$ cat src/rtl/cpu54_pkg.sv
// Shared definitions for the cpu54 core: fetch FSM encoding, reset vector, NOP word.
package cpu54_pkg;

  typedef enum logic [1:0] {
    S_REQ   = 2'd0,
    S_VALID = 2'd1,
    S_FAULT = 2'd2
  } fetch_state_e;

  localparam logic [31:0] RESET_PC_DEF = 32'h0040_0000;
  localparam logic [31:0] INSTR_NOP    = 32'h0000_0000;

  function automatic logic is_misaligned(input logic [1:0] lo);
    return lo != 2'b00;
  endfunction

endpackage

$ cat src/rtl/instr_fetch_unit.sv
// Fetch stage: PC, imem request/ready handshake, instruction register with valid strobe.
// One instruction per 2 cycles at zero wait; holds on stall; redirects flush in-flight fetches.
module instr_fetch_unit
  import cpu54_pkg::*;
#(
  parameter int                ADDR_W   = 32,
  parameter logic [ADDR_W-1:0] RESET_PC = ADDR_W'(RESET_PC_DEF)
) (
  input  logic              clk,
  input  logic              rst_n,
  output logic              imem_req,
  output logic [ADDR_W-1:0] imem_addr,
  input  logic [31:0]       imem_rdata,
  input  logic              imem_ready,
  input  logic              stall,
  input  logic              redirect_valid,
  input  logic [ADDR_W-1:0] redirect_pc,
  output logic [31:0]       raw_instruction,
  output logic              instr_valid,
  output logic [ADDR_W-1:0] pc_out,
  output logic [ADDR_W-1:0] pc_plus4,
  output logic              fetch_fault
);

  fetch_state_e      r_state, w_state_nxt;
  logic [ADDR_W-1:0] r_pc, w_pc_nxt;
  logic [ADDR_W-1:0] r_pend_pc, w_pend_nxt;
  logic [ADDR_W-1:0] r_pc_out, w_pc_out_nxt;
  logic [31:0]       r_instr, w_instr_nxt;
  logic              r_drop, w_drop_nxt;
  logic              r_valid, w_valid_nxt;
  logic              r_fault, w_fault_nxt;
  logic [ADDR_W-1:0] w_target;

  // A same-cycle redirect beats any target parked while the request was outstanding.
  assign w_target = redirect_valid ? redirect_pc : r_pend_pc;

  always_ff @(posedge clk or negedge rst_n) begin
    if (!rst_n) r_state <= S_REQ;
    else        r_state <= w_state_nxt;
  end

  always_comb begin
    w_state_nxt  = r_state;
    w_pc_nxt     = r_pc;
    w_pend_nxt   = r_pend_pc;
    w_pc_out_nxt = r_pc_out;
    w_instr_nxt  = r_instr;
    w_drop_nxt   = r_drop;
    w_valid_nxt  = r_valid;
    w_fault_nxt  = r_fault;
    case (r_state)
      S_REQ: begin
        if (imem_ready) begin
          if (r_drop || redirect_valid) begin
            w_drop_nxt = 1'b0;
            if (is_misaligned(w_target[1:0])) begin
              w_state_nxt  = S_FAULT;
              w_fault_nxt  = 1'b1;
              w_pc_out_nxt = w_target;
            end else begin
              w_pc_nxt = w_target;
            end
          end else begin
            w_instr_nxt  = imem_rdata;
            w_pc_out_nxt = r_pc;
            w_pc_nxt     = r_pc + ADDR_W'(4);
            w_valid_nxt  = 1'b1;
            w_state_nxt  = S_VALID;
          end
        end else if (redirect_valid) begin
          // Address must stay put until ready; remember where to go afterwards.
          w_pend_nxt = redirect_pc;
          w_drop_nxt = 1'b1;
        end
      end
      S_VALID: begin
        if (redirect_valid) begin
          w_valid_nxt = 1'b0;
          if (is_misaligned(redirect_pc[1:0])) begin
            w_state_nxt  = S_FAULT;
            w_fault_nxt  = 1'b1;
            w_pc_out_nxt = redirect_pc;
          end else begin
            w_pc_nxt    = redirect_pc;
            w_state_nxt = S_REQ;
          end
        end else if (!stall) begin
          w_valid_nxt = 1'b0;
          w_state_nxt = S_REQ;
        end
      end
      S_FAULT: begin
        if (redirect_valid) begin
          if (is_misaligned(redirect_pc[1:0])) begin
            w_pc_out_nxt = redirect_pc;
          end else begin
            w_fault_nxt = 1'b0;
            w_pc_nxt    = redirect_pc;
            w_state_nxt = S_REQ;
          end
        end
      end
      default: w_state_nxt = S_REQ;
    endcase
  end

  always_ff @(posedge clk or negedge rst_n) begin
    if (!rst_n) begin
      r_pc      <= RESET_PC;
      r_pend_pc <= '0;
      r_pc_out  <= RESET_PC;
      r_instr   <= INSTR_NOP;
      r_drop    <= 1'b0;
      r_valid   <= 1'b0;
      r_fault   <= 1'b0;
    end else begin
      r_pc      <= w_pc_nxt;
      r_pend_pc <= w_pend_nxt;
      r_pc_out  <= w_pc_out_nxt;
      r_instr   <= w_instr_nxt;
      r_drop    <= w_drop_nxt;
      r_valid   <= w_valid_nxt;
      r_fault   <= w_fault_nxt;
    end
  end

  assign imem_req        = (r_state == S_REQ);
  assign imem_addr       = r_pc;
  assign raw_instruction = r_instr;
  assign instr_valid     = r_valid;
  assign pc_out          = r_pc_out;
  assign pc_plus4        = r_pc_out + ADDR_W'(4);
  assign fetch_fault     = r_fault;

endmodule

$ cat config.mk
export PLATFORM = sky130hd
export DESIGN_NAME = instr_fetch_unit
export DESIGN_NICKNAME = d
export VERILOG_FILES = /design/src/rtl/cpu54_pkg.sv /design/src/rtl/instr_fetch_unit.sv
export SDC_FILE = /design/constraint.sdc
export NUM_CORES = 1
export LEC_CHECK = 0
export ABC_AREA = 1
export CAP_MARGIN = 10
export CORE_AREA = 2 2 161 131
export CTS_BUF_LIST = sky130_fd_sc_hd__clkbuf_4 sky130_fd_sc_hd__clkbuf_8
export DETAILED_ROUTE_END_ITERATION = 12
export DIE_AREA = 0 0 163 133
export PLACE_DENSITY = 0.69
export SLEW_MARGIN = 20
export SYNTH_ARGS = -nofsm -noshare
export SYNTH_HDL_FRONTEND = slang
export SYNTH_SLANG_ARGS = --single-unit
export TNS_END_PERCENT = 10
$ cat constraint.sdc
create_clock -name clk -period 2 [get_ports clk]
set_clock_uncertainty 0.2 [all_clocks]
set_input_delay 0.4 -clock clk [delete_from_list [all_inputs] [get_ports clk]]
set_output_delay 0.4 -clock clk [all_outputs]
set_load 0.02 [all_outputs]
==> results.txt, run 1 <==
Most Crowded Layer GR = met2
met3 Track Usage GR = 4.58%
DP Area = 0.0117 mm²
clock buffer depth = 2
IO Pins = 200
register bit total from synthesis = 133
most common cell after layout, fill and taps aside = nand2_1
status = finished with violations
f_max = 369 MHz
Initial Util = 39.0%
sequential cell area = 0.00335 mm²
initial drt markers = 652
DRT Wirelength = 26700 µm
CTS root buf = clkbuf_8
YS warnings = 0
RSZ-0062 raised after global routing = true
violated checks = setup timing
CTS H-tree lvls = 4
First-pass DRT Iterations = 6
CP Class = reg2out
WP data arrival = 2110 ps
clk slew on worst S/H paths = 80 ps
PwrDens = 1690 mW/mm²
global-route wire length before repair = 42300 µm
maxcap violations = 0
antenna violations before repair = 0
pin count of the biggest net entering global routing = 39
met1 Use GR = 34.9%
Crit. End Element = output port
Worst-Skew Late Latency = 460 ps
CP startpoint kind = register
area leader, netlist = dfrtp_1
vias in the first global route = 8360
GP Congestion = 0.976
via count = 8741
met2 Usage GRT = 38.4%
Tcrit/Tclk final = 136%
Seq/Total Area, Yosys = 42.1%
Finished Cell Area = 0.0124 mm²
Die Y = 133 µm
Post-synth EDFFs = 0
Required @ worst endpoint = 1400 ps
Final ANT Viol Nets = 0
WL/cell = 15.6 µm
Hold Path Class = in2async
Final Hold Fails = 0
Die X = 163 µm
Slew @ Worst Pin = 411 ps
synthesized cell area = 0.00791 mm²
CTS tree = done
setup_tns = -15240 ps
All-Layer GR Usage = 24.9%
DRC = 0
Slew HR = 72.6%
Sink Count = 133
fill count = 1828
synthesis-to-layout area growth = 57.0%
Worst Path Max Fanout = 3
ratio of cells with drive above 1 in the final layout = 29.3%
VDD IR max = 0.000862 V
top-area cell type share of the netlist area = 41.5%
post-layout util = 61.2%
die footprint = 0.0217 mm²
Core Box Area = 0.0203 mm²
Rows = 47
Final Max Slew Viols = 0
Yosys cell types = 42
CTS Buf Count = 17
# nets final = 1504
top post-synthesis cells by area = dfrtp_1 (41%), nand2_1 (12%), o21ai_0 (8.5%)
area of the multi-input gates = 0.00429 mm²
Syn Inst Count = 1055
Async SR Flop Fraction = 100%
GRT Residual Overflow = 0
via/cell ratio = 5.11
worst slack at placement = -758 ps
Power Total = 0.0209 W
post-layout min period = 2710 ps
hpwl dp = 20500 µm
final setup vio count = 52
Pleak = 5.94 nW
Top FF cell, synth = dfrtp_1
Worst Slack Setup Final = -714 ps
Avg Cell Area, Syn = 7.49 µm²
port bufs = 199
most frequent cells in the layout = nand2_1 (238), buf_4 (201), inv_1 (122)
Synthesized Nets = 1130
[area by class of cell]
class	instances	area share [%]
multi-input combinational	735	34.6
timing repair buffer	400	28.2
sequential	133	27.0
inverter	142	4.41
tap	269	2.71
clock buffer	17	1.88
clock inverter	15	1.26
antenna	1	0.0202
[critical path, stage by stage, from the launching register on]
cell and delay [ps]:
dfrtp_2 410, inv_2 60, nor3_4 210, nand2_2 110
nor2_4 110, nand4_1 230, buf_4 230, xor2_1 130
buf_4 150
[layer usage]
layer,up-vias,wire length [µm]
li1,4197,-
met1,4130,12000
met2,356,12100
met3,58,1780
met4,0,796
met5,-,0
[through the flow]
| stage | instances | hold WS, ps |
|---|---|---|
| 3_5_place_dp | 1666 | 145 |
| 5_1_grt | 1711 | 260 |
| 4_1_cts | 1705 | 232 |
| 2_1_floorplan | 1055 | -95.6 |
| 6_report | 1712 | 235 |
| 3_3_place_gp | 1666 | 146 |
[logic make-up after synthesis]
family	share of synthesized area, %
AOI/OAI and AO/OA	15.1
xor gates and xnor gates	2.99
adders and majority gates	0.949
buffers and inverters	9.67
DFF	42.1
muxes	5.06
and+or+nand+nor	24.1
[cell usage after synthesis, types with 2 or more instances]
cell type  instances
nand2_1          250
o211ai_1           4
o21a_1             2
nor3_1            21
ha_1               6
nor2_1            99
inv_2              3
inv_1            139
dfrtp_1          131
nor2_4             2
o22ai_1            3
a22o_1             6
a22oi_1           10
a21oi_2            2
buf_4              5
dfstp_2            2
buf_2             21
o21ai_0          134
mux2i_1            4
clkbuf_1          14
a21boi_0           9
nand4_1           21
clkbuf_2           2
buf_6              2
o221ai_1           7
mux2_2            31
xor2_1            27
a21oi_1           27
nor4_1             7
nand3_1           52
[what timing repair did]
action,CTS,global route
buffers inserted,6,6
endpoints found under the setup margin,198,151
endpoints found under the hold margin,72,0
gates cloned,0,0
pin swaps,27,25
hold buffers,1,0
gates resized for setup,318,69
[state kept, by name (all words and copies together) (netlist names)]
register,flops
imem_addr,32
pc_out,32
r_pend_pc,32
raw_instruction,32
r_state,2
fetch_fault,1
instr_valid,1
r_drop,1
[worst paths after layout]
| path | endpoint | slack (ps) | startpoint | depth (start not counted) |
|---|---|---|---|---|
| max in group asynchronous | r_pend_pc[14] | 740 | rst_n | 3 |
| max reg2reg | imem_addr[5] | -100 | r_state[0] | 8 |
| min in group clk | r_pend_pc[6] | 290 | r_pend_pc[6] | 2 |
| min | imem_addr[25] | 240 | rst_n | 2 |
| min reg2reg | r_pend_pc[6] | 290 | r_pend_pc[6] | 2 |
| max | pc_plus4[23] | -710 | pc_out[2] | 8 |
[power breakdown]
group | leakage (nW) | switching (W) | internal, W
Combinational | 4.15 | 0.00780 | 0.00585
Clock | 0.196 | 0.00118 | 0.00111
Sequential | 1.59 | 0.000916 | 0.00406
Total | 5.94 | 0.00990 | 0.0110
No activity file was read; power rests on OpenSTA's default activity.
==> inputs of run 2 (changes only) <==
SLEW_MARGIN = 10   (was 20)
==> results of run 2 <==
No change in the layout: final DEF, timing and power equal those of run 1.
==> inputs of run 3 (changes only) <==
CORE_AREA = 2 2 144 146   (was 2 2 161 131)
DIE_AREA = 0 0 146 148   (was 0 0 163 133)
TNS_END_PERCENT = 1   (was 10)
==> results.txt, run 3 (synthesized netlist as in run 1, its figures left out) <==
IO Pins = 200 (unchanged)
status = finished with violations (unchanged)
Worst Path Max Fanout = 4 (was 3)
port bufs = 199 (unchanged)
Required @ worst endpoint = 1400 ps (about the same)
WL/cell = 15.0 µm (was 15.6 µm)
CP Class = reg2out (unchanged)
sequential cell area = 0.00334 mm² (was 0.00335 mm²)
maxcap violations = 0 (unchanged)
Initial Util = 39.5% (was 39.0%)
clk slew on worst S/H paths = 80 ps (about the same)
Tcrit/Tclk final = 134% (was 136%)
via count = 8420 (was 8741)
Final Hold Fails = 0 (unchanged)
CTS root buf = clkbuf_8 (unchanged)
All-Layer GR Usage = 23.9% (was 24.9%)
Slew HR = 71.3% (was 72.6%)
VDD IR max = 0.00102 V (was 0.000862 V)
initial drt markers = 483 (was 652)
most frequent cells in the layout = nand2_1 (246), buf_4 (211), inv_1 (131) (was nand2_1 (238), buf_4 (201), inv_1 (122))
hpwl dp = 20200 µm (was 20500 µm)
Power Total = 0.0203 W (was 0.0209 W)
DRT Wirelength = 25700 µm (was 26700 µm)
R2R Path End = imem_addr[12] (was imem_addr[5])
r2r worst-path depth = 11 (was 8)
Pleak = 5.86 nW (was 5.94 nW)
WP data arrival = 2090 ps (was 2110 ps)
First-pass DRT Iterations = 5 (was 6)
Worst Slack Setup Final = -687 ps (was -714 ps)
slowest stage delay, CP = 360 ps (was 410 ps)
Antenna diodes = 0 (was 1)
Slew @ Worst Pin = 428 ps (was 411 ps)
violated checks = setup timing (unchanged)
worst slack at placement = -771 ps (was -758 ps)
Worst-Skew Late Latency = 460 ps (about the same)
CP dominant cell by count = buf_4 (unchanged)
f_max = 372 MHz (was 369 MHz)
final hold slack = 214 ps (was 235 ps)
Cells after DPL = 1670 (was 1666)
CTS H-tree lvls = 4 (unchanged)
global-route wire length before repair = 41300 µm (was 42300 µm)
PwrDens = 1680 mW/mm² (was 1690 mW/mm²)
crit-path cells = inv_1, nor3_2, nand2_2, nor2_4, nand4_1, buf_4, xor2_1, buf_4 (was inv_2, nor3_4, nand2_2, nor2_4, nand4_1, buf_4, xor2_1, buf_4)
final setup vio count = 28 (was 52)
GP Congestion = 0.914 (was 0.976)
Die Y = 148 µm (was 133 µm)
Crit-path slowest cell = dfrtp_2 (unchanged)
Hold Path Class = in2async (unchanged)
via/cell ratio = 4.93 (was 5.11)
FF-to-FF Start = r_state[0] (unchanged)
# nets final = 1500 (was 1504)
ratio of cells with drive above 1 in the final layout = 26.4% (was 29.3%)
R2R setup slack = 10 ps (was -100 ps)
die footprint = 0.0216 mm² (was 0.0217 mm²)
CTS Buf Count = 17 (unchanged)
post-layout min period = 2690 ps (was 2710 ps)
fill count = 1861 (was 1828)
most common cell after layout, fill and taps aside = nand2_1 (unchanged)
RSZ-0062 raised after global routing = true (unchanged)
fin cells = 1708 (was 1712)
CP startpoint kind = register (unchanged)
GRT Residual Overflow = 0 (unchanged)
pin count of the biggest net entering global routing = 42 (was 39)
Final Max Slew Viols = 0 (unchanged)
Core Box Area = 0.0200 mm² (was 0.0203 mm²)
Sink Count = 133 (unchanged)
vias in the first global route = 8105 (was 8360)
clock buffer depth = 2 (unchanged)
Die X = 146 µm (was 163 µm)
DRC = 0 (unchanged)
area of the multi-input gates = 0.00410 mm² (was 0.00429 mm²)
Rows = 52 (was 47)
Crit. End Element = output port (unchanged)
CTS tree = done (unchanged)
synthesis-to-layout area growth = 53.4% (was 57.0%)
antenna violations before repair = 0 (unchanged)
Final ANT Viol Nets = 0 (unchanged)
==> run 3: cell count changes in the layout (fill, tap and decap cells not counted), sizes merged <==
cell | before | now
bufinv | 2 | 1
inv | 142 | 146
clkinv | 9 | 4
buf | 239 | 238
diode | 1 | 0
dlygate4sd2 | 89 | 86
clkbuf | 19 | 21
==> run 3: metrics by stage <==
stage | instance area [µm²] | TNS (ps) | util, %
detailed placement | 11700 | -38260 | 58.2
finish | 12100 | -13030 | 60.5
CTS | 12000 | -14740 | 59.7
global placement | 11700 | -36470 | 58.2
global route | 12100 | -16850 | 60.5
floorplan | 7980 | -10420 | -
==> run 3: power by group <==
| group | total, W | switching, W | internal, W |
|---|---|---|---|
| clock network | 0.00221 | 0.00115 | 0.00106 |
| logic | 0.0131 | 0.00749 | 0.00566 |
| registers | 0.00498 | 0.000926 | 0.00406 |
==> run 3: final cells by class <==
type / count / area share (%)
clock buffers: 19 / 2.16
well taps: 270 / 2.79
inverters: 142 / 4.42
repair buffers: 396 / 28.3
flip-flops and latches: 133 / 27.6
clock inverters: 13 / 1.01
multi-input cells: 735 / 33.8
==> run 3: how the worst max path moves through the flow <==
| stage | start | to | slack [ps] | cells past startpoint |
|---|---|---|---|---|
| after global placement | pc_out[3] | pc_plus4[27] | -680 | 8 |
| final | pc_out[8] | pc_plus4[23] | -690 | 8 |
| after CTS | pc_out[2] | pc_plus4[31] | -730 | 8 |
| after floorplan | pc_out[4] | pc_plus4[27] | -260 | 7 |
| after detailed placement | pc_out[3] | pc_plus4[31] | -770 | 8 |
| after global routing | pc_out[8] | pc_plus4[31] | -820 | 8 |
==> run 3: layer usage <==
metal  global-route usage [%]  wire length (µm)  vias to the layer above  share of wire, %
met5                        0                 0                        -                 0
met2                     40.5             12100                      318                47
li1                         -                 -                     4187                 -
met3                     6.45              2310                       38               9.0
met1                     30.2             10700                     3877                42
met4                     6.65               492                        0               1.9
==> run 3: repair_timing <==
action / CTS / global route
endpoints found under the hold margin: 37 / 0
setup endpoints to repair: 194 / 114
hold buffers: 1 / 0
gates resized for setup: 280 / 60
buffers inserted: 3 / 2
pin swaps: 12 / 14
==> run 3: critical path, delay by kind of cell, from the launching register on <==
family        cells  cell delay, ps
simple gates      4             710
flops             1             360
xor+xnor          1             130
buf+inv           3             420
